File: config.mk
export PLATFORM = sky130hd
export DESIGN_NAME = bin_to_bcd_seq
export DESIGN_NICKNAME = d
export VERILOG_FILES = /design/src/rtl/bin_bcd_pkg.sv /design/src/rtl/bcd_digit_adj.sv /design/src/rtl/bin_to_bcd_seq.sv
export SDC_FILE = /design/constraint.sdc
export NUM_CORES = 1
export LEC_CHECK = 0
export ABC_AREA = 1
export BUFFER_PORTS_ARGS = -buffer_cell sky130_fd_sc_hd__buf_2
export CAP_MARGIN = 20
export CORE_MARGIN = 1.5
export CORE_UTILIZATION = 45
export CTS_CLUSTER_DIAMETER = 60
export CTS_CLUSTER_SIZE = 25
export DETAILED_ROUTE_END_ITERATION = 8
export PLACE_DENSITY = 0.7
export SYNTH_ARGS = -nofsm -noshare
export SYNTH_HDL_FRONTEND = slang
export SYNTH_SLANG_ARGS = --single-unit
File: constraint.sdc
create_clock -name CLK -period 1.1 [get_ports CLK]
set_input_delay 0.055 -clock CLK [delete_from_list [all_inputs] [get_ports CLK]]
set_output_delay 0.055 -clock CLK [all_outputs]
set_load 0.02 [all_outputs]
File: src/rtl/bin_bcd_pkg.sv
// Shared types and constants for the sequential binary-to-BCD converter.
package bin_bcd_pkg;

    // Width of one packed BCD digit.
    localparam int BCD_DIGIT_W = 4;

    // Converter control states.
    typedef enum logic [1:0] {
        ST_IDLE  = 2'd0,
        ST_SHIFT = 2'd1,
        ST_DONE  = 2'd2
    } state_t;

    // Decimal digits needed for the largest w-bit unsigned value: ceil(w*log10(2)).
    // log10(2) is held as a 12-digit fixed-point fraction. w*log10(2) is never an
    // integer for w>0, so the ceiling stays exact over the legal width range.
    function automatic int digits_for_width(input int w);
        longint num;
        num = longint'(w) * 64'd301029995664;
        return int'((num + 64'd999999999999) / 64'd1000000000000);
    endfunction

endpackage

File: src/rtl/bcd_digit_adj.sv
// One double-dabble digit correction: add 3 to a BCD digit of 5 or more, so the
// following left shift carries correctly into the next decimal digit.
module bcd_digit_adj
    import bin_bcd_pkg::*;
(
    input  logic [BCD_DIGIT_W-1:0] dig_i,
    output logic [BCD_DIGIT_W-1:0] dig_o
);

    // Add-3 correction ahead of the shift.
    always_comb begin
        dig_o = dig_i;
        if (dig_i >= 4'd5) begin
            dig_o = dig_i + 4'd3;
        end
    end

endmodule

File: src/rtl/bin_to_bcd_seq.sv
// Iterative binary-to-BCD converter (shift-and-add-3), one input bit per clock,
// with valid/ready handshakes on both sides and a sticky digit-overflow flag.
// Optional macro BIN_TO_BCD_SEQ_SIGNED_EN: treat I_DAT as two's complement,
// convert its magnitude and report the sign on O_NEG.
module bin_to_bcd_seq
    import bin_bcd_pkg::*;
#(
    parameter int W      = 32,
    parameter int DIGITS = 10
) (
    input  logic                CLK,
    input  logic                RST,
    input  logic [W-1:0]        I_DAT,
    input  logic                I_STB,
    output logic                I_ACK,
    output logic [4*DIGITS-1:0] O_DAT,
    output logic                O_STB,
    input  logic                O_ACK,
    output logic                O_OVF
`ifdef BIN_TO_BCD_SEQ_SIGNED_EN
    ,
    output logic                O_NEG
`endif
);

    localparam int ACC_W = BCD_DIGIT_W * DIGITS;
    localparam int CNT_W = $clog2(W + 1);

    state_t             state_q, state_d;
    logic [W-1:0]       shr_q, shr_d;
    logic [ACC_W-1:0]   acc_q, acc_d;
    logic [ACC_W-1:0]   acc_adj;
    logic [CNT_W-1:0]   cnt_q, cnt_d;
    logic               ovf_q, ovf_d;
    logic [W-1:0]       load_val;
`ifdef BIN_TO_BCD_SEQ_SIGNED_EN
    logic               neg_q, neg_d;
`endif

    // Per-digit add-3 correction of the current accumulator.
    for (genvar k = 0; k < DIGITS; k++) begin : g_adj
        bcd_digit_adj u_adj (
            .dig_i (acc_q[BCD_DIGIT_W*k +: BCD_DIGIT_W]),
            .dig_o (acc_adj[BCD_DIGIT_W*k +: BCD_DIGIT_W])
        );
    end

    // Operand loaded on accept: raw value, or its magnitude in the signed build.
    // The most-negative value negates to itself, which is its exact magnitude
    // when read as unsigned.
    always_comb begin
        load_val = I_DAT;
`ifdef BIN_TO_BCD_SEQ_SIGNED_EN
        if (I_DAT[W-1]) begin
            load_val = -I_DAT;
        end
`endif
    end

    // Control state register.
    always_ff @(posedge CLK) begin
        if (RST) begin
            state_q <= ST_IDLE;
        end else begin
            state_q <= state_d;
        end
    end

    // Datapath registers; reset clears the result so nothing stale is ever shown.
    always_ff @(posedge CLK) begin
        if (RST) begin
            shr_q <= '0;
            acc_q <= '0;
            cnt_q <= '0;
            ovf_q <= 1'b0;
`ifdef BIN_TO_BCD_SEQ_SIGNED_EN
            neg_q <= 1'b0;
`endif
        end else begin
            shr_q <= shr_d;
            acc_q <= acc_d;
            cnt_q <= cnt_d;
            ovf_q <= ovf_d;
`ifdef BIN_TO_BCD_SEQ_SIGNED_EN
            neg_q <= neg_d;
`endif
        end
    end

    // Next-state, datapath update and handshake outputs.
    always_comb begin
        state_d = state_q;
        shr_d   = shr_q;
        acc_d   = acc_q;
        cnt_d   = cnt_q;
        ovf_d   = ovf_q;
`ifdef BIN_TO_BCD_SEQ_SIGNED_EN
        neg_d   = neg_q;
`endif
        I_ACK   = 1'b0;
        O_STB   = 1'b0;

        case (state_q)
            ST_IDLE: begin
                I_ACK = 1'b1;
                if (I_STB) begin
                    shr_d   = load_val;
                    acc_d   = '0;
                    ovf_d   = 1'b0;
                    cnt_d   = CNT_W'(W);
`ifdef BIN_TO_BCD_SEQ_SIGNED_EN
                    neg_d   = I_DAT[W-1];
`endif
                    state_d = ST_SHIFT;
                end
            end

            ST_SHIFT: begin
                // Shift the corrected accumulator left, pulling in the next binary
                // bit; a bit leaving the top digit means the value exceeds DIGITS.
                acc_d = {acc_adj[ACC_W-2:0], shr_q[W-1]};
                shr_d = {shr_q[W-2:0], 1'b0};
                ovf_d = ovf_q | acc_adj[ACC_W-1];
                cnt_d = cnt_q - CNT_W'(1);
                if (cnt_q == CNT_W'(1)) begin
                    state_d = ST_DONE;
                end
            end

            ST_DONE: begin
                O_STB = 1'b1;
                if (O_ACK) begin
                    state_d = ST_IDLE;
                end
            end

            default: begin
                state_d = ST_IDLE;
            end
        endcase
    end

    // Result is held in the accumulator until the downstream handshake.
    assign O_DAT = acc_q;
    assign O_OVF = ovf_q;
`ifdef BIN_TO_BCD_SEQ_SIGNED_EN
    assign O_NEG = neg_q;
`endif

endmodule

==> results of run 1 <==
==> layer usage <==
metal,vias up,track usage
met1,2190,0.284
met3,20,0.0323
met4,0,0.0813
li1,2317,-
met5,-,0
met2,140,0.407
==> worst max-delay path by stage <==
stage / from / end / slack [ns] / cells after the start
CTS: state_q[0] / shr_q[15] / -0.13 / 9
detailed placement: state_q[1] / shr_q[11] / -0.13 / 9
finish: state_q[0] / shr_q[9] / -0.22 / 10
floorplan: state_q[1] / O_DAT[34] / -0.0006 / 7
global placement: state_q[0] / shr_q[17] / -0.06 / 8
global route: state_q[0] / shr_q[9] / -0.26 / 10
==> sequential cells by signal, summed over array words and instances, names as in the netlist <==
| register | flops |
|---|---|
| state_q | 2 |
| cnt_q | 6 |
| O_DAT | 40 |
| shr_q | 32 |
| O_OVF | 1 |
==> kinds of logic after synthesis <==
group	share of synthesized area
AND/OR/NAND/NOR	0.340
buffers and inverters	0.0932
AO/OA/AOI/OAI	0.112
flip-flops	0.387
adder cells (fa/ha/maj)	0.0657
XOR/XNOR	0.00209
==> cell usage in the layout (no fill, tap or decap), types with 17 or more instances in the layout <==
master         instances
nand2_1              186
buf_2                 73
dfxtp_1               48
buf_4                 41
a21oi_1               39
nand3_1               34
inv_1                 30
nand4_1               30
dlygate4sd3_1         30
nand2_2               28
inv_2                 26
dfxtp_4               23
a31oi_1               20
nand3_2               19
nor2_1                17
==> worst max-delay path, delay by kind of cell, from the launching register on <==
| family | cells | cell delay [ns] |
|---|---|---|
| buf+inv | 5 | 0.52 |
| flops | 1 | 0.36 |
| simple gates | 5 | 0.34 |
==> cells in the mapped netlist, types with 5 or more instances <==
cell type,n,area share
nand2_1,223,0.20
dfxtp_1,81,0.39
inv_1,60,0.054
nand3_1,55,0.066
a21oi_1,46,0.055
nand4_1,30,0.045
ha_1,22,0.066
a31oi_1,21,0.031
nor2_1,18,0.016
buf_2,10,0.012
o211ai_1,10,0.018
clkbuf_1,7,0.0063
buf_4,5,0.0090
==> final cells by class <==
class / instances / area, sq um / share of cell area
flip-flops and latches: 81 / 1720 / 0.270
clock inverters: 2 / 13.8 / 0.00216
repair buffers: 167 / 1400 / 0.219
well taps: 111 / 139 / 0.0218
inverters: 63 / 259 / 0.0407
multi-input cells: 441 / 2630 / 0.413
clock buffers: 14 / 205 / 0.0323
==> what timing repair did <==
item | 4_1_cts | 5_1_grt
endpoints found under the setup margin | 86 | 90
hold buffers | 30 | 0
resized for setup | 35 | 77
endpoints found under the hold margin | 30 | 0
pin swaps | 13 | 30
cloned | 2 | 6
setup buffers | 9 | 5
==> power breakdown <==
part / switching (mW) / total, mW / internal [mW]
combinational: 0.656 / 1.25 / 0.599
sequential: 0.0807 / 3.07 / 2.99
clock: 1.14 / 2.36 / 1.22
==> out/qor.yml, run 1 <==
status: "complete, but fails checks"
violations: "hold timing, setup timing"
grt_antenna_before_repair: 0
setup_viol: 81
vias_per_cell: 5.31
hold_slack_ns: -0.00444
syn-num-nets: 669
stdcell_area_sq_um: 6360
initial_core_util: 0.458
ys_types: 27
synth.ff_latch_count: 81
ctsHtreeMaxLevel: 3
clock_sinks: 81
fin_ws_ns: -0.219
ys_async_sr_fraction: 0
irDropWorstVdd_uv: 670
ios: 79
instances_no_fill: 879
hold_depth: 5
power_mw: 6.69
report.final.slew_viol_count: 0
fillCellCount: 690
hold_viol_final: 1
portBuffers: 78
cp.arrival_ns: 1.57
coreArea_sq_um: 9150
yosysSeqAreaShare: 0.387
antenna_cells: 0
hp-start: "I_DAT[23]"
p_per_area_nw_per_um2: 1050
critPathMaxStageDelay_ns: 0.36
met1Wirelength_um: 5260
root_buffer: "clkbuf_8"
path_class: "register to register"
die_area_sq_um: 9900
syn_area_sq_um: 4190
tns_ns: -8.96
worstPathMaxFanout: 8
cts-buffers-inserted: 9
ant_nets: 0
place_ws_ns: -0.126
routed.top_layer: "met4"
worst_path_max_delay_cell: "dfxtp_2"
utilization: 0.695
drc: 0
maxCapViolations: 0
cpMostUsedCell: "nor2_4"
placedCellCount: 812
hpwl_um: 7080
wl_met3_um: 647
r2r_slack_ns: -0.22
p_leak_nw: 2.99
worstSetupStartpointType: "register"
finalCriticalPeriod_ns: 1.32
rsz0062_at_grt: "true"
hold_path.class: "input port to register"
relSlewSlack: 0.643
grt_max_degree: 34
synth-edff-count: 0
synthToLayoutAreaGrowth_pct: 51.8
wl_per_cell_um: 14.3
synthCells: 611
clk_pin_slew_ns: 0.09
crit_chain: "inv_2, nor2_4, buf_6, nor2_4, buf_12, clkbuf_16, nand2_2, nand3_1, nand2_1, inv_1"
vias: 4667
dpl_cell_area_sq_um: 5100
grt_usage: 0.229
insertion_delay_ns: 0.36
fmax_mhz: 758
rr_endpoint: "shr_q[9]"
clk_path_buf_depth: 2
crit_required_ns: 1.36
die_h_um: 99.5
syn_avg_cell_area_sq_um: 6.86
dr.pass1.iters: 5
met2_wirelength_um: 6480
critPathCaptureType: "register"
cts_tree: "built"
ff2ff_path_depth: 10
worst_slew_pin_slew_ns: 0.534
routed_wl_um: 12600
finClkSkew_ns: 0.00994
fin_nets: 821
hold_end: "shr_q[23]"
rr_startpoint: "state_q[0]"
fp.dieW_um: 99.5
drt-initial-drc-count: 214
fin_crit_sh: 1.20
gr-total-overflow: 0
synth_ff_type: "dfxtp_1"
yosysWarnings: 0
grt_pass1_wl_um: 18600
gp_congestion: 0.850
drive_gt1_frac: 0.393
num_rows: 35
first_global_vias: 4229
No activity file was read; power rests on OpenSTA's default activity.
==> inputs of run 2 (changes only) <==
--- a/config.mk
+++ b/config.mk
@@ -6,14 +6,13 @@
 export NUM_CORES = 1
 export LEC_CHECK = 0
 export ABC_AREA = 1
-export BUFFER_PORTS_ARGS = -buffer_cell sky130_fd_sc_hd__buf_2
 export CAP_MARGIN = 20
 export CORE_MARGIN = 1.5
 export CORE_UTILIZATION = 45
 export CTS_CLUSTER_DIAMETER = 60
 export CTS_CLUSTER_SIZE = 25
 export DETAILED_ROUTE_END_ITERATION = 8
-export PLACE_DENSITY = 0.7
+export DONT_BUFFER_PORTS = 1
 export SYNTH_ARGS = -nofsm -noshare
 export SYNTH_HDL_FRONTEND = slang
 export SYNTH_SLANG_ARGS = --single-unit
==> run 2 against run 1 <==
Against the previous run: cell count shrank 7.2%; largest power group unchanged; wire length shrank 7.4%; first-iteration DRC count shrank 29%; the flow still finishes with violations (hold timing, setup timing).
==> out/qor.yml, run 2 (synthesis gave the netlist of run 1 again) <==
grt_max_degree: 67
initial_core_util: 0.458
grt_pass1_wl_um: 17400
clk_pin_slew_ns: 0.10
fmax_mhz: 762
synthToLayoutAreaGrowth_pct: 40.0
coreArea_sq_um: 9150
final_cell_mix: "201 x nand2_1, 73 x buf_4, 52 x dfxtp_1"
die_area_sq_um: 9900
drive_gt1_frac: 0.343
setup_viol: 81
vias_per_cell: 5.29
num_rows: 35
path_class: "register to register"
finalCriticalPeriod_ns: 1.31
finClkSkew_ns: 0.0104
hold_depth: 1
place_ws_ns: -0.0979
ios: 79
gp_congestion: 0.843
seq_area_sq_um: 1710
cts_hold_buf: 12
fin_nets: 758
insertion_delay_ns: 0.36
multi_input_area_sq_um: 2540
ctsHtreeMaxLevel: 3
first_global_vias: 4036
p_per_area_nw_per_um2: 1060
placedCellCount: 776
final_common_cell: "nand2_1"
gr-total-overflow: 0
hold_path.class: "input port to register"
die_h_um: 99.5
hold_slack_ns: -0.244
cp.arrival_ns: 1.60
antenna_cells: 0
p_leak_nw: 2.62
ant_nets: 0
status: "complete, but fails checks"
violations: "hold timing, setup timing"
stdcell_area_sq_um: 5870
crit_required_ns: 1.39
clk_path_buf_depth: 2
drt-initial-drc-count: 152
rsz0062_at_grt: "true"
ff2ff_path_depth: 6
hold_end: "shr_q[7]"
wl_per_cell_um: 14.3
grt_antenna_before_repair: 0
fillCellCount: 808
rr_startpoint: "state_q[0]"
vias: 4319
worstSetupStartpointType: "register"
cts-buffers-inserted: 9
report.final.slew_viol_count: 0
portBuffers: 0
critPathCaptureType: "register"
fp.dieW_um: 99.5
largest_register_ffs: 40
clock_sinks: 81
tns_ns: -9.92
worstPathMaxFanout: 20
rr_endpoint: "O_DAT[35]"
hp-start: "RST"
instances_no_fill: 816
cts_tree: "built"
routed_wl_um: 11700
hold_viol_final: 65
hpwl_um: 6890
worst_slew_pin_slew_ns: 0.376
fin_crit_sh: 1.19
relSlewSlack: 0.748
dr.pass1.iters: 4
irDropWorstVdd_uv: 793
maxCapViolations: 0
grt_usage: 0.213
dpl_cell_area_sq_um: 5050
root_buffer: "clkbuf_8"
drc: 0
r2r_slack_ns: -0.21
fin_ws_ns: -0.212
run 2: worst max-delay path by stage:
stage	startpoint	end	slack (ns)	cells past startpoint
detailed placement	state_q[0]	shr_q[26]	-0.1	6
floorplan	state_q[1]	O_DAT[34]	-0.0006	7
global placement	state_q[0]	O_DAT[36]	-0.05	5
finish	state_q[0]	O_DAT[35]	-0.21	6
CTS	state_q[0]	shr_q[26]	-0.11	6
global route	state_q[0]	O_DAT[35]	-0.28	6
run 2: final cells by class:
class                      count  area share
timing repair buffer         104       0.177
clock inverter                 7      0.0107
inverter                      63      0.0429
multi-input combinational    441       0.432
sequential                    81       0.292
clock buffer                   9      0.0211
tap                          111      0.0237
run 2: per-layer routing:
layer / GRT usage / vias up / routed length [um] / share of wire
met4: 0.0607 / 0 / 163 / 0.014
met5: 0 / - / 0 / 0
li1: - / 2194 / - / -
met2: 0.379 / 103 / 5910 / 0.51
met1: 0.257 / 2008 / 5030 / 0.43
met3: 0.0499 / 14 / 555 / 0.048
run 2: critical path: stages (launching register included):
cell and delay (ns):
dfxtp_2 0.36, inv_2 0.04, nor2_4 0.20, buf_4 0.18, clkbuf_16 0.19, o211ai_1 0.11
a21oi_1 0.15
run 2: timing repair:
| action | 4_1_cts | 5_1_grt |
|---|---|---|
| gates cloned | 0 | 7 |
| pin swaps | 18 | 16 |
| resized for setup | 23 | 53 |
| setup buffers | 2 | 3 |
| endpoints found under the setup margin | 83 | 88 |
| hold endpoints to repair | 81 | 65 |
run 2: power breakdown:
group | switching [mW] | internal, mW | total, mW
sequential | 0.0712 | 3.00 | 3.07
clock | 1.25 | 0.873 | 2.12
combinational | 0.558 | 0.478 | 1.04
total | 1.88 | 4.35 | 6.23
run 2: metrics by stage:
step            util  power (mW)
2_1_floorplan      -        3.67
3_3_place_gp   0.552        3.83
3_5_place_dp   0.552        3.84
4_1_cts        0.596        6.02
5_1_grt        0.641        6.53
6_report       0.641        6.23
